===== src/rtl/cpu_pkg.sv =====
// Types and helpers shared by the processor top and the program sequencer.
// Instruction word layout: opcode[8:6], X[5:3], Y[2:0].
package cpu_pkg;

   localparam int WORD_W = 9;
   localparam int OPC_W  = 3;

   typedef enum logic [OPC_W-1:0] {
      OP_DISP = 3'b000,
      OP_MOV  = 3'b001,
      OP_ADDI = 3'b010,
      OP_ADD  = 3'b011,
      OP_SUB  = 3'b100,
      OP_AND  = 3'b101,
      OP_OR   = 3'b110,
      OP_MOVI = 3'b111
   } opcode_t;

   typedef enum logic [1:0] {
      SEQ_IDLE,
      SEQ_RUN,
      SEQ_PAUSE,
      SEQ_HALT
   } seq_state_t;

   // Opcodes whose following program word is immediate data, not an instruction.
   function automatic logic needs_imm(input opcode_t op);
      return (op == OP_ADDI) || (op == OP_MOVI);
   endfunction

endpackage


===== src/rtl/prog_mem.sv =====
// Program store: synchronous write, asynchronous read, write-first bypass so a
// word being written is visible on the read port in the same cycle.
module prog_mem #(
   parameter int ADDR_W = 5,
   parameter int WORD_W = cpu_pkg::WORD_W
) (
   input  logic              clk,
   input  logic              we_i,
   input  logic [ADDR_W-1:0] waddr_i,
   input  logic [WORD_W-1:0] wdata_i,
   input  logic [ADDR_W-1:0] raddr_i,
   output logic [WORD_W-1:0] rdata_o
);

   logic [WORD_W-1:0] mem_q [2**ADDR_W];

   // NOTE: the array has no reset; clearing it would turn it into a large flop bank.
   always_ff @(posedge clk) begin
      if (we_i) begin
         mem_q[waddr_i] <= wdata_i;
      end
   end

   assign rdata_o = (we_i && (waddr_i == raddr_i)) ? wdata_i : mem_q[raddr_i];

endmodule


===== src/rtl/prog_sequencer.sv =====
// Feeds the CPU instruction port from a loadable program store and gates the
// CPU tick enable for run, single-step and halt control.
module prog_sequencer #(
   parameter int ADDR_W = 5,
   parameter int WORD_W = cpu_pkg::WORD_W
) (
   input  logic              clk,
   input  logic              rst,
   input  logic              load_en,
   input  logic [ADDR_W-1:0] load_addr,
   input  logic [WORD_W-1:0] load_data,
   input  logic [ADDR_W-1:0] prog_last,
   input  logic              run,
   input  logic              step_mode,
   input  logic              step,
   input  logic              cpu_fetch,
   input  logic              cpu_done,
   output logic [WORD_W-1:0] din,
   output logic              tick_ena,
   output logic [ADDR_W-1:0] pc,
   output logic              halted
);

   import cpu_pkg::*;

   seq_state_t        state_q, state_d;
   logic [ADDR_W-1:0] pc_q, pc_d;
   logic [ADDR_W-1:0] last_q, last_d;
   logic              seen_q, seen_d;
   logic              imm_q, imm_d;
   logic [WORD_W-1:0] word;
   logic              mem_we;
   opcode_t           word_op;

   // The store may only change while the CPU is not consuming it.
   assign mem_we = load_en && ((state_q == SEQ_IDLE) || (state_q == SEQ_HALT));

   prog_mem #(
      .ADDR_W (ADDR_W),
      .WORD_W (WORD_W)
   ) u_mem (
      .clk     (clk),
      .we_i    (mem_we),
      .waddr_i (load_addr),
      .wdata_i (load_data),
      .raddr_i (pc_q),
      .rdata_o (word)
   );

   assign word_op = opcode_t'(word[WORD_W-1 -: OPC_W]);

   // NOTE: sequential state uses non-blocking assignments so every flop samples pre-edge values.
   always_ff @(posedge clk or posedge rst) begin
      if (rst) begin
         state_q <= SEQ_IDLE;
         pc_q    <= '0;
         last_q  <= '0;
         seen_q  <= 1'b0;
         imm_q   <= 1'b0;
      end else begin
         state_q <= state_d;
         pc_q    <= pc_d;
         last_q  <= last_d;
         seen_q  <= seen_d;
         imm_q   <= imm_d;
      end
   end

   // NOTE: every next-state signal gets a default first, so no path can infer a latch.
   always_comb begin
      state_d = state_q;
      pc_d    = pc_q;
      last_d  = last_q;
      seen_d  = seen_q;
      imm_d   = imm_q;

      unique case (state_q)
         SEQ_IDLE, SEQ_HALT: begin
            if (run) begin
               state_d = SEQ_RUN;
               pc_d    = '0;
               last_d  = prog_last;
               seen_d  = 1'b0;
               imm_d   = 1'b0;
            end
         end
         SEQ_RUN: begin
            if (cpu_fetch) begin
               pc_d = pc_q + ADDR_W'(1);
               if (pc_q == last_q) begin
                  seen_d = 1'b1;
               end
               if (imm_q) begin
                  imm_d = 1'b0;
               end else if (needs_imm(word_op)) begin
                  imm_d = 1'b1;
               end
            end
            // A fetch in the same cycle is accounted for before judging cpu_done.
            if (cpu_done && !imm_d) begin
               if (seen_d) begin
                  state_d = SEQ_HALT;
               end else if (step_mode) begin
                  state_d = SEQ_PAUSE;
               end
            end
         end
         SEQ_PAUSE: begin
            if (step) begin
               state_d = SEQ_RUN;
            end
         end
         default: state_d = SEQ_IDLE;
      endcase
   end

   assign tick_ena = (state_q == SEQ_RUN);
   assign din      = tick_ena ? word : '0;
   assign pc       = pc_q;
   assign halted   = (state_q == SEQ_HALT);

endmodule


===== config.mk =====
export PLATFORM = sky130hd
export DESIGN_NAME = prog_sequencer
export DESIGN_NICKNAME = d
export VERILOG_FILES = /design/src/rtl/cpu_pkg.sv /design/src/rtl/prog_mem.sv /design/src/rtl/prog_sequencer.sv
export SDC_FILE = /design/constraint.sdc
export NUM_CORES = 1
export LEC_CHECK = 0
export ABC_AREA = 0
export CORE_UTILIZATION = 35
export DETAILED_ROUTE_END_ITERATION = 10
export PLACE_DENSITY = 0.56
export SETUP_SLACK_MARGIN = 0.3
export SLEW_MARGIN = 5
export SYNTH_ARGS = -nofsm -noshare
export SYNTH_HDL_FRONTEND = slang
export SYNTH_SLANG_ARGS = --single-unit

===== constraint.sdc =====
create_clock -name clk -period 8.77 [get_ports clk]
set_input_delay 1.754 -clock clk [delete_from_list [all_inputs] [get_ports clk]]
set_output_delay 1.754 -clock clk [all_outputs]
set_load 0.005 [all_outputs]

* After elaboration in Yosys (flattened, before gate mapping)
Memories as Yosys holds them, arrays and structs flattened.
Cells that the tools add are included.
** Operators by class
- Reductions and logical operators :: 13
- Muxes and demuxes :: 23
- Equality and inequality tests :: 12
- Add/subtract/negate cells :: 1
** Operator list (number)
- $mux 9 :: 2
- $eq 5x5->1 :: 2
- $mux 1 :: 10
- $mux 2 :: 5
- $mux 5 :: 2
- $pmux 5 s2 :: 1
- $ne 2x2->1 const B :: 3
- $pmux 2 s3 :: 1
- $add 5x1->5 const B :: 1
- $eq 2x2->1 const B :: 2
- $pmux 1 s2 :: 2
- $reduce_and 2->1 :: 2
- $reduce_and 4->1 :: 1
- $eq 3x2->1 const B :: 1
- $eq 3x3->1 const B :: 1
- $logic_and 1x1->1 :: 3
- $ne 3x2->1 const B :: 1
- $reduce_and 3->1 :: 1
- $eq 2x1->1 const B :: 1
- $logic_not 2->1 :: 1
- $logic_or 1x1->1 :: 2
- $ne 2x1->1 const B :: 1
- $reduce_bool 2->1 :: 1
- $reduce_or 2->1 :: 1
- $logic_not 1->1 :: 1
** Storage, ports and cells
- Register bits :: 14
- Memories :: 1
- Memory bits (writable) :: 288
** Memories
- u_mem.mem_q :: depth 32, bits a word 9, rd ports 1, clocked after memory_dff 0, write ports 1, RTL line prog_mem.sv:15 : logic [WORD_W-1:0] mem_q [2**ADDR_W];

* Logic depth before layout (Yosys ltp)
Gate-level depths: netlist (run 1).
- Depth in word-level cells :: 15
- Gate-level depth with buffers :: 12
- Gate-level depth less buffers :: 9

* Modules after synthesis
A second synthesis (run 1) with hierarchy kept.
** Second synthesis, totals
- Cells, all modules :: 661
- Area total of the unflattened synthesis :: 12305.6 um^2
** By module, submodules not included
- prog_mem :: times used 1, area an instance 11426.0 um^2, sequential area each 8648.3 um^2, cells each 571
- prog_sequencer :: times used 1, area an instance 879.6 um^2, sequential area each 350.3 um^2, cells each 90

* Worst setup path before layout (run 1)
No wires, ideal clock.
- Path type :: input to output
- Start point :: in load_addr[2]
- End point :: out din[0]
- Arrival :: 3.210 ns
- Stages :: 6
- Slack :: 3.806 ns
- Path buffers :: 2
- Path through :: clkbuf_1 xor2_1 nor3_1 nand4_1 clkbuf_1 a211oi_1
** Between the ends
- Cells in the longest elaborated chain, start to end :: 4
** RTL lines
- start, declared :: RTL line prog_sequencer.sv:10 : input logic [ADDR_W-1:0] load_addr,
- $eq 5x5->1 :: RTL line prog_mem.sv:24 : assign rdata_o = (we_i && (waddr_i == raddr_i)) ? wdata_i : mem_q[raddr_i];
- $logic_and 1x1->1 :: RTL line prog_mem.sv:24
- $mux 9 :: RTL line prog_mem.sv:24
- $mux 9 :: RTL line prog_sequencer.sv:118 : assign din = tick_ena ? word : '0;
- end, declared :: RTL line prog_sequencer.sv:18 : output logic [WORD_W-1:0] din,
No other way between the ends.

* Worst setup path after layout (run 1)
- Start point :: in load_addr[2]
- End point :: out din[7]
The elaborated chain is that of the path after synthesis.

==> results summary, run 1 <==
The flow ran to the end, and the final reports show no timing, DRC or antenna violations. For the pin with the worst max-slew slack, the measured transition is 1.27 ns. The number of nets with antenna violations after detailed routing is 0. Summed over all layers, the global routing overflow is 0. The number of buffers created by CTS is 30.

After the last flow step, the layout net total stands at 683. The power per cell area is 274 mW/mm^2. The tree built by TritonCTS fans out to 302 sinks. The number of vias after detailed routing came out at 5933. The final weighted congestion in routability-driven placement is 0.805. After detailed routing, the number of vias per cell comes to 5.25. Synthesis produced a netlist with a net count of 632. The final count of pins violating max slew is 0. The number of filler cells placed in the layout came out at 3030.

The synthesized area per cell is 20.3 um^2. The analysis attributes to cell leakage a power of 4.35 nW. The peak ir drop on the vdd network came out at 179 uV. The final clock period utilization by the worst path is 0.795. The number of instances in the synthesized netlist is 601.

The area added between synthesis and finish came out at 15.1%. The normalized max-slew margin is 0.153. The share of the Yosys chip area taken by registers is 0.736. Counting distinct cell types in the post-synthesis netlist gives 49. The achievable clock frequency came out at 0.144 GHz. The number of cells on the worst hold path came out at 2. The startpoint kind of the worst setup timing path is a primary input.

The number of global-route vias before repair came out at 6255. The number of buffers inserted for hold repair after clock tree synthesis is 0. The total I/O pin count came out at 43.

The height of the chip is 189 um. The warning count from the yosys run came out at 0. The final wirelength is 27.3 mm. In this run the critical register-to-register path is captured at state_q[0]$_DFFE_PP0P_. The required time of the worst setup path is 7.02 ns.

The startpoint of the worst register-to-register path is pc[0]$_DFFE_PP0P_. The worst register-to-register path has a depth of 7. The worst hold path terminates at imm_q$_DFFE_PP0P_. The final count of hold timing violations came out at 0. The post-synth design cell area came out at 0.0122 mm^2. The number of DRC markers after the initial detailed-route iteration came out at 534. Clock tree synthesis selected as its root buffer the cell sky130_fd_sc_hd__clkbuf_16. Setup repair after global routing left no endpoint under its margin.

The first-pass GRT wire length came out at 40.6 mm. The number of port buffers came out at 42. The average detailed-routed wire length per instance is 24.1 um. Setup violations remaining at the end of the flow were counted as 0.

The first-pass detailed-route iteration total came out at 5. The library cell used most frequently in the layout, excluding fill and tap cells, is sky130_fd_sc_hd__edfxtp_1. Across every metal layer, demand over resource in global routing totals 0.156. The worst setup path is of the primary input to output port kind. The register clock-pin slew on the reported worst setup and hold paths came out at 0.06 ns. The final design utilization came out at 0.408. At the later pin of the worst-skew pair, clock insertion delay measures 0.55 ns. The clock passes through at most 3 buffers. The pin count of the biggest net entering global routing came out at 51.

At the worst endpoint, the arrival time is 5.21 ns. The level count of the clock H-tree is 1. The share of final-layout standard cells stronger than drive strength 1 is 0.217. The area of the die is 0.0357 mm^2. The number of antenna violations at the first check in global routing is 0. The min-delay analysis places its worst path in the category register to register. The biggest fanout along the worst timing path came out at 16. Yosys mapped a number of flops with a built-in enable equal to 288.

The prevailing post-synth register cell is sky130_fd_sc_hd__edfxtp_1. For this run, asynchronously set or reset flops after synthesis account for 0.0464. The final critical delay including setup and external delays is 6.97 ns. The setup slack of the most critical reg-to-reg path came out at 4.79 ns. The floorplan core area came out at 0.0345 mm^2. The final sum of negative setup slack came out at 0 ns. The half-perimeter wire length after placement is 16.5 mm. In this run the post-CTS setup repair buffer count came out at 0. The library cells used most frequently in the layout, excluding fill and tap cells, are 288 x sky130_fd_sc_hd__edfxtp_1, 83 x sky130_fd_sc_hd__mux4_2, 48 x sky130_fd_sc_hd__nor2_1, 42 x sky130_fd_sc_hd__clkdlybuf4s50_1, 31 x sky130_fd_sc_hd__clkbuf_16. The startpoint identified for the worst hold timing path is imm_q$_DFFE_PP0P_.

For this configuration, the core starts out at a cell density of 0.355. The count of standard-cell rows came out at 68. The DRC violations left is 0. The repair_antennas step left the layout with diodes totalling 0. TritonCTS built the clock tree. The worst setup path is captured at an output port. The number of maximum-capacitance violations is 0. The clock skew after layout came out at 0.00922 ns. The floorplan step set the die width to 189 um. The post-cts gate resize count is 0. Synthesis inferred 302 register bits.
state kept, by name (all words and copies together) (netlist names):
name and cells:
u_mem.mem_q 288, last_q 5, pc 5, state_q 2, imm_q 1, seen_q 1
synthesized netlist by cell type (all sizes together) (4+ instances only):
cell | instances | area, um^2
nand3b | 5 | 37.5
nand2 | 17 | 63.8
o21ai | 8 | 40.0
edfxtp | 288 | 8650
nand3 | 4 | 20.0
nor2b | 4 | 25.0
clkbuf | 14 | 52.6
inv | 8 | 30.0
nor2 | 48 | 180
a211oi | 9 | 72.6
mux2i | 14 | 140
mux4 | 84 | 1900
buf | 19 | 124
dfrtp | 14 | 350
xor2 | 8 | 70.1
mux2 | 10 | 116
ha | 4 | 50.1
a21oi | 7 | 35.0
power breakdown:
part           internal (mW)  leakage [nW]  switching [mW]
logic                  0.487          1.13           0.428
registers               1.62          2.76          0.0908
clock network          0.706         0.458           0.515
total                   2.82          4.35            1.03
worst max-delay path, cell delays in order:
cell,delay [ns]
sky130_fd_sc_hd__clkdlybuf4s50_1,0.54
sky130_fd_sc_hd__xor2_1,0.20
sky130_fd_sc_hd__nor3_1,0.45
sky130_fd_sc_hd__nand4_1,0.97
sky130_fd_sc_hd__o21ai_0,0.73
sky130_fd_sc_hd__nor2_1,0.09
sky130_fd_sc_hd__clkdlybuf4s50_1,0.47
logic make-up (layout without fill, tap and decap cells):
family | Yosys count | in the layout | share of synthesized area
simple gates | 93 | 93 | 0.0346
flops | 302 | 302 | 0.736
xor+xnor | 11 | 11 | 0.00788
mux | 108 | 108 | 0.176
fa+ha+maj | 4 | 4 | 0.00409
compound gates | 42 | 42 | 0.0244
buf+inv | 41 | 116 | 0.0169
worst max-delay path by stage:
stage / start / depth (start not counted) / endpoint
2_1_floorplan: load_addr[2] / 6 / din[0]
3_3_place_gp: load_addr[2] / 7 / din[7]
3_5_place_dp: load_addr[2] / 7 / din[7]
4_1_cts: load_addr[2] / 7 / din[7]
5_1_grt: load_addr[2] / 7 / din[7]
6_report: load_addr[2] / 7 / din[7]
routing by layer:
| metal | global-route usage | part of all wire | vias to the layer above |
|---|---|---|---|
| met1 | 0.210 | 0.43 | 3120 |
| li1 | - | - | 2573 |
| met2 | 0.258 | 0.49 | 203 |
| met5 | 0 | 0 | - |
| met3 | 0.0259 | 0.059 | 37 |
| met4 | 0.0484 | 0.023 | 0 |
layout make-up:
| cell class | instances | area [um^2] | area share |
|---|---|---|---|
| well taps | 455 | 569 | 0.0405 |
| clock buffers | 40 | 810 | 0.0576 |
| flip-flops and latches | 302 | 9010 | 0.640 |
| repair buffers | 52 | 495 | 0.0352 |
| multi-input cells | 258 | 3020 | 0.215 |
| clock inverters | 16 | 135 | 0.00961 |
| inverters | 8 | 30.0 | 0.00214 |
through the flow:
| step | worst slack, ns | instance area (um^2) | hold WS (ns) | cells | total power [mW] |
|---|---|---|---|---|---|
| 3_5_place_dp | 1.84 | 13100 | 0.522 | 1075 | 2.68 |
| 3_3_place_gp | 2.00 | 13100 | 0.516 | 1075 | 2.66 |
| 4_1_cts | 1.82 | 14100 | 0.537 | 1131 | 3.90 |
| 2_1_floorplan | 3.81 | 12200 | 0.483 | 601 | 2.37 |
| 6_report | 1.80 | 14100 | 0.531 | 1131 | 3.85 |
| 5_1_grt | 1.43 | 14100 | 0.552 | 1131 | 4.01 |
(Power assumes the default switching activity.)
==> run 2: changes to the inputs <==
==> constraint.sdc (replaced) <==
create_clock -name clk -period 6.75 [get_ports clk]
set_input_delay 1.35 -clock clk [delete_from_list [all_inputs] [get_ports clk]]
set_output_delay 1.35 -clock clk [all_outputs]
set_load 0.005 [all_outputs]
==> run 2 against run 1 <==
Sequential share of layout area is 0.36 points lower. Clock power increased by 26%. Final cell count grew 1.1%. Highest routed layer unchanged. Design area up 0.56%. Via count grew 2.1%. Worst hold slack improved by 0.0094 ns. Sequential power grew 31%. Combinational power grew 29%. Wire length shrank 0.17%. Die area is the same.
==> results summary, run 2 (same netlist as run 1, synthesis figures left out) <==
The number of port buffers came out at 42 (unchanged). The largest incremental delay on the critical path was 0.54 ns (was 0.97 ns). The worst min-delay path category is register to register (unchanged). The level count of the clock H-tree came out at 1 (unchanged). The register clock-pin slew on the reported worst setup and hold paths is 0.06 ns (about the same). Run status: complete, no violations (unchanged). The total I/O pin count came out at 43 (unchanged). The DRC violations left was 0 (unchanged). The height of the chip is 189 um (unchanged). The critical path start-end classification is primary input to output port (unchanged). The leakage power came out at 4.42 nW (was 4.35 nW).

The number of buffers inserted for hold repair after clock tree synthesis came out at 0 (unchanged). The number of antenna repair diodes came out at 0 (unchanged). The commonest non-fill, non-tap cell in the layout is sky130_fd_sc_hd__edfxtp_1 (unchanged). The worst-path cell with the longest stage delay is sky130_fd_sc_hd__clkdlybuf4s50_1 (was sky130_fd_sc_hd__nand4_1). The clock network latency to the later pin of the worst-skew pair is 0.55 ns (about the same).

The total routing resource utilization after global routing came out at 0.156 (about the same). The power per cell area was 351 mW/mm^2 (was 274 mW/mm^2). The biggest fanout along the worst timing path came out at 11 (was 16). The overall die width is 189 um (unchanged). The total buffers and inverters traversed by the critical path was 3 (was 2).

The normalized max-slew margin came to 0.209 (was 0.153). The number of antenna violations at the first check in global routing was 0 (unchanged). The startpoint kind of the worst setup timing path was a primary input (unchanged).

The floorplan core area came out at 0.0345 mm^2 (unchanged). The final weighted congestion in routability-driven placement is 0.811 (was 0.805). The post-route cell area is 0.0141 mm^2 (about the same). The buffer depth of the longest clock path came out at 3 (unchanged). The area added between synthesis and finish came out at 15.7% (was 15.1%). The flip-flop count of the largest register, all copies and words added came out at 288 (unchanged). The area of the die came out at 0.0357 mm^2 (unchanged).

The half-perimeter wire length after placement came out at 16.7 mm (was 16.5 mm). Highest-count cells in the layout ignoring fill and taps: 288 x sky130_fd_sc_hd__edfxtp_1, 83 x sky130_fd_sc_hd__mux4_2, 48 x sky130_fd_sc_hd__nor2_1, 42 x sky130_fd_sc_hd__clkdlybuf4s50_1, 31 x sky130_fd_sc_hd__clkbuf_16 (unchanged). The average detailed-routed wire length per instance is 23.8 um (was 24.1 um). The final design utilization was 0.410 (was 0.408). The share of final-layout standard cells stronger than drive strength 1 is 0.235 (was 0.217). The number of nets with antenna violations after detailed routing came out at 0 (unchanged).

The required time of the worst setup path came out at 5.40 ns (was 7.02 ns). The critical path's top delay family is buffers and inverters (was simple AND/OR/NAND/NOR gates). The first-pass GRT wire length is 40.4 mm (was 40.6 mm). The vias per cell is 5.30 (was 5.25).

The transition time of the tightest slew-check pin came to 1.18 ns (was 1.27 ns). The first-pass detailed-route iteration total is 5 (unchanged). The TritonCTS clock tree is built (unchanged).

Based on the critical path, the design can be clocked at up to 0.176 GHz. The pin count of the biggest net entering global routing came out at 58 (was 51). The clock skew after layout is 0.0175 ns (was 0.00922 ns). The count of final setup violators is 0 (unchanged). The number of buffers created by CTS came out at 31 (was 30). The number of sinks driven by the clock tree came out at 302 (unchanged).

The post-cts gate resize count came out at 0 (unchanged). The total grt overflow came out at 0 (unchanged). The peak ir drop on the vdd network is 184 uV (was 179 uV). Cell-by-cell listing of the critical path: clkdlybuf4s50_1, xor2_1, nor3_1, nand4_1, buf_4, o21ai_0, nor2_1, clkdlybuf4s50_1 (was clkdlybuf4s50_1, xor2_1, nor3_1, nand4_1, o21ai_0, nor2_1, clkdlybuf4s50_1). The final clock period utilization by the worst path is 0.842. The final sum of negative setup slack is 0 ns (unchanged). The final count of pins violating max slew came out at 0 (unchanged). The number of vias after detailed routing is 6058 (was 5933). The final layout net count is 697 (was 683). The number of maximum-capacitance violations is 0 (unchanged). RSZ-0062 raised after global routing: false (unchanged).

The clock root buffer was sky130_fd_sc_hd__clkbuf_16 (unchanged). After layout, the minimum clock period comes to 5.69 ns. The count of buffers added by post-CTS timing repair for setup came to 0 (unchanged). The worst path arrival time is 4.34 ns (was 5.21 ns). The final count of hold timing violations came out at 0 (unchanged). The final wirelength is 27.2 mm (was 27.3 mm). The effective utilization at floorplan was 0.355 (unchanged). The count of standard-cell rows came out at 68 (unchanged). The register with the highest flop count is u_mem.mem_q (unchanged). The cell repeated most along the worst path is sky130_fd_sc_hd__clkdlybuf4s50_1 (unchanged). The number of DRC markers after the initial detailed-route iteration is 650 (was 534). The type of destination of the critical path is an output port (unchanged). The placement-stage cell area was 0.0132 mm^2 (was 0.0131 mm^2). The number of global-route vias before repair was 6283 (was 6255).
==> run 2: worst reg2reg max path, delay by kind of cell (launching register included) <==
kind	cells	cell delay, ns
xor+xnor	1	0.17
flops	1	0.85
buf+inv	1	0.38
simple gates	3	1.10
mux	1	0.33
compound gates	2	0.64
==> run 2: worst paths after layout <==
kind                                  startpoint                      to  slack (ns)  cells past startpoint
max                                 load_addr[2]                  din[7]        1.06                      8
min                        last_q[2]$_DFFE_PP0P_   last_q[2]$_DFFE_PP0P_        0.54                      1
max reg2reg                    pc[0]$_DFFE_PP0P_  state_q[0]$_DFFE_PP0P_        3.16                      8
min reg2reg                last_q[2]$_DFFE_PP0P_   last_q[2]$_DFFE_PP0P_        0.54                      1
max in group asynchronous                    rst       pc[1]$_DFFE_PP0P_        5.19                      2
min in group asynchronous                    rst  state_q[0]$_DFFE_PP0P_        1.15                      2
==> run 2: report_power, final <==
| part | leakage, nW | internal (mW) | switching (mW) |
|---|---|---|---|
| logic | 1.20 | 0.642 | 0.535 |
| registers | 2.76 | 2.11 | 0.140 |
| clock network | 0.452 | 0.875 | 0.665 |
| total | 4.42 | 3.63 | 1.34 |
==> run 2: layout make-up <==
class	instances	area, um^2
Clock inverter	18	115
Sequential cell	302	9010
Clock buffer	37	798
Fill cell	3039	20300
Tap cell	455	569
Multi-Input combinational cell	258	3020
Timing Repair Buffer	65	606
Inverter	8	30.0
==> run 2: metal layers <==
layer / vias up / global-route usage / wire length [um]
li1: 2592 / - / -
met1: 3231 / 0.214 / 12000
met2: 199 / 0.264 / 13400
met3: 36 / 0.0213 / 1340
met4: 0 / 0.0366 / 459
met5: - / 0 / 0
==> run 2: stage by stage <==
stage	instances	power, mW	hold WS (ns)	setup slack (ns)
2_1_floorplan	601	3.08	0.483	2.59
3_3_place_gp	1088	3.48	0.511	1.23
3_5_place_dp	1088	3.49	0.524	1.12
4_1_cts	1143	5.03	0.545	1.12
5_1_grt	1143	5.18	0.563	0.839
6_report	1143	4.97	0.541	1.06
==> run 3: changes to the inputs <==
--- a/config.mk
+++ b/config.mk
@@ -8,7 +8,7 @@
 export ABC_AREA = 0
 export CORE_UTILIZATION = 35
 export DETAILED_ROUTE_END_ITERATION = 10
-export PLACE_DENSITY = 0.56
+export PLACE_DENSITY = 0.57
 export SETUP_SLACK_MARGIN = 0.3
 export SLEW_MARGIN = 5
 export SYNTH_ARGS = -nofsm -noshare
==> constraint.sdc (replaced) <==
create_clock -name clk -period 5 [get_ports clk]
set_input_delay 1 -clock clk [delete_from_list [all_inputs] [get_ports clk]]
set_output_delay 1 -clock clk [all_outputs]
set_load 0.005 [all_outputs]
==> run 3 against run 2 <==
Die area did not move. Critical path depth is 1 higher. Clock-buffer cell count increased by 3. Clock skew decreased by 0.0095 ns. Core utilization grew 0.44 points. Critical endpoint is now din[8]. Highest routed layer unchanged.
==> results summary, run 3 (same netlist as run 1, synthesis figures left out) <==
The worst-case setup margin in the final layout is 0.447 ns (was 1.06 ns). The power consumption came out at 7.10 mW (was 4.97 mW). The worst path arrival time is 3.55 ns (was 4.34 ns). The first-pass detailed-route iteration total is 5 (unchanged).

The start point of the worst hold path was last_q[1]$_DFFE_PP0P_ (was last_q[2]$_DFFE_PP0P_). The launch point of the worst path was load_addr[2] (unchanged). The number of port buffers came out at 42 (unchanged).

The clock root buffer is sky130_fd_sc_hd__clkbuf_16 (unchanged). The count of standard-cell rows is 68 (unchanged). The register with the highest flop count is u_mem.mem_q (unchanged). The number of maximum-capacitance violations is 0 (unchanged). The TritonCTS clock tree is built (unchanged).

The number of DRC markers after the initial detailed-route iteration came out at 506 (was 650). The level count of the clock H-tree came out at 1 (unchanged). The placement-stage cell area was 0.0132 mm^2 (about the same).

The normalized max-slew margin is 0.282 (was 0.209). The number of stages on the worst setup path is 9 (was 8). The setup slack of the most critical reg-to-reg path came out at 1.82 ns (was 3.16 ns).

The startpoint of the worst register-to-register path is pc[1]$_DFFE_PP0P_ (was pc[0]$_DFFE_PP0P_). The share of final-layout standard cells stronger than drive strength 1 is 0.240 (was 0.235). The critical path start-end classification is primary input to output port (unchanged). The number of filler cells placed in the layout is 3003 (was 3039). The startpoint kind of the worst setup timing path is a primary input (unchanged). Of the available clock period, the critical path in the final layout requires 0.911.

Cell-by-cell listing of the critical path: clkdlybuf4s50_1, xor2_1, nor3_1, nand4_1, buf_4, inv_1, a221o_1, and2_1, clkdlybuf4s50_1 (was clkdlybuf4s50_1, xor2_1, nor3_1, nand4_1, buf_4, o21ai_0, nor2_1, clkdlybuf4s50_1). Highest-count cells in the layout ignoring fill and taps: 288 x sky130_fd_sc_hd__edfxtp_1, 83 x sky130_fd_sc_hd__mux4_2, 48 x sky130_fd_sc_hd__nor2_1, 42 x sky130_fd_sc_hd__clkdlybuf4s50_1, 31 x sky130_fd_sc_hd__clkbuf_16 (unchanged). The DRC violations left is 0 (unchanged). The peak ir drop on the vdd network is 293 uV (was 184 uV). The cell count after placement was 1086 (was 1088). Run status: complete, no violations (unchanged).

The final count of hold timing violations was 0 (unchanged). The critical path's top delay family is buffers and inverters (unchanged). The biggest fanout along the worst timing path is 16 (was 11). The height of the chip is 189 um (unchanged).

The register clock-pin slew on the reported worst setup and hold paths came out at 0.06 ns (about the same). The vias per cell is 5.23 (was 5.30). The total routing resource utilization after global routing came out at 0.161 (was 0.156). The number of vias after detailed routing came out at 5991 (was 6058). The reg-to-reg critical path endpoint is state_q[0]$_DFFE_PP0P_ (unchanged). The number of buffers inserted for hold repair after clock tree synthesis came to 0 (unchanged). RSZ-0062 raised after global routing: false (unchanged). The required time of the worst setup path came to 4.00 ns (was 5.40 ns). The final count of pins violating max slew is 0 (unchanged). The clock skew after layout is 0.00802 ns (was 0.0175 ns). The largest incremental delay on the critical path is 0.54 ns (about the same). The cell repeated most along the worst path was sky130_fd_sc_hd__clkdlybuf4s50_1 (unchanged). The number of antenna violations at the first check in global routing is 0 (unchanged). The post-placement worst setup slack came out at 0.494 ns (was 1.12 ns).

The effective utilization at floorplan is 0.355 (unchanged). The final sum of negative setup slack is 0 ns (unchanged). The floorplan core area is 0.0345 mm^2 (unchanged). The final hold slack came out at 0.529 ns (was 0.541 ns).

The final layout net count came out at 698 (was 697). The total I/O pin count is 43 (unchanged). The flip-flop count of the largest register, all copies and words added came out at 288 (unchanged). The number of global-route vias before repair is 6265 (was 6283).

The worst min-delay path category is register to register (unchanged). The first-pass GRT wire length is 41.9 mm (was 40.4 mm). The number of antenna repair diodes came out at 0 (unchanged). The leakage power came to 4.47 nW (was 4.42 nW). The buffer depth of the longest clock path is 3 (unchanged). The count of final setup violators came out at 0 (unchanged). The worst-path cell with the longest stage delay is sky130_fd_sc_hd__clkdlybuf4s50_1 (unchanged). The total buffers and inverters traversed by the critical path is 4 (was 3). The clock network latency to the later pin of the worst-skew pair came out at 0.55 ns (about the same). The half-perimeter wire length after placement came out at 18.0 mm (was 16.7 mm). The type of destination of the critical path is an output port (unchanged). The final critical delay including setup and external delays is 4.55 ns. The number of nets with antenna violations after detailed routing came out at 0 (unchanged). The number of sinks driven by the clock tree is 302 (unchanged). The number of buffers created by CTS is 30 (was 31). The commonest non-fill, non-tap cell in the layout was sky130_fd_sc_hd__edfxtp_1 (unchanged). The final design utilization came out at 0.415 (was 0.410). Timing would allow up to 0.220 GHz. The final wirelength is 27.9 mm (was 27.2 mm). The pin count of the biggest net entering global routing is 37 (was 58).

The transition time of the tightest slew-check pin came out at 1.07 ns (was 1.18 ns). The area of the die came out at 0.0357 mm^2 (unchanged). The average detailed-routed wire length per instance came to 24.3 um (was 23.8 um). The overall die width came out at 189 um (unchanged).

The post-route cell area was 0.0143 mm^2 (was 0.0141 mm^2). The total grt overflow is 0 (unchanged). The power per cell area came out at 496 mW/mm^2 (was 351 mW/mm^2).

The post-route non-filler standard cell count is 1146 (was 1143). The area added between synthesis and finish is 16.9% (was 15.7%). The number of cells traversed by the worst register-to-register path came out at 9 (was 8). The final weighted congestion in routability-driven placement came to 0.789 (was 0.811). The number of cells on the worst hold path came to 1 (unchanged). The worst min-delay path endpoint is last_q[1]$_DFFE_PP0P_ (was last_q[2]$_DFFE_PP0P_).
run 3: worst max path at each step:
stage                   to  slack, ns
global placement    din[8]       0.66
CTS                 din[8]       0.49
floorplan           din[0]       1.48
global route        din[8]       0.32
detailed placement  din[8]       0.49
finish              din[8]       0.45
run 3: area by class of cell:
class                      instances  area [um^2]  share of cell area
clock buffer                      40          860              0.0601
clock inverter                    16          179              0.0125
timing repair buffer              67          633              0.0443
inverter                           8         30.0             0.00210
multi-input combinational        258         3020               0.211
tap                              455          569              0.0398
sequential                       302         9010               0.630
run 3: repair_timing:
item	4_1_cts	5_1_grt
buffers inserted	4	0
gates resized for setup	0	0
setup endpoints to repair	1	0
run 3: power by group:
part | total (mW) | internal, mW | switching (mW)
logic | 1.81 | 0.917 | 0.893
registers | 2.96 | 2.85 | 0.109
clock network | 2.33 | 1.40 | 0.926
run 3: worst register-to-register path, delay by kind of cell, from the launching register on:
family                 cells  cell delay (ns)
muxes                      4             1.51
AOI/OAI and AO/OA          2             0.44
buffers and inverters      1             0.30
DFF                        1             0.66
and+or+nand+nor            2             0.16
run 3: layer usage:
layer	global-route usage	wire length, um	up-vias
li1	-	-	2597
met1	0.227	12400	3160
met2	0.251	13100	187
met3	0.0330	1750	47
met4	0.0487	692	0
met5	0	0	-
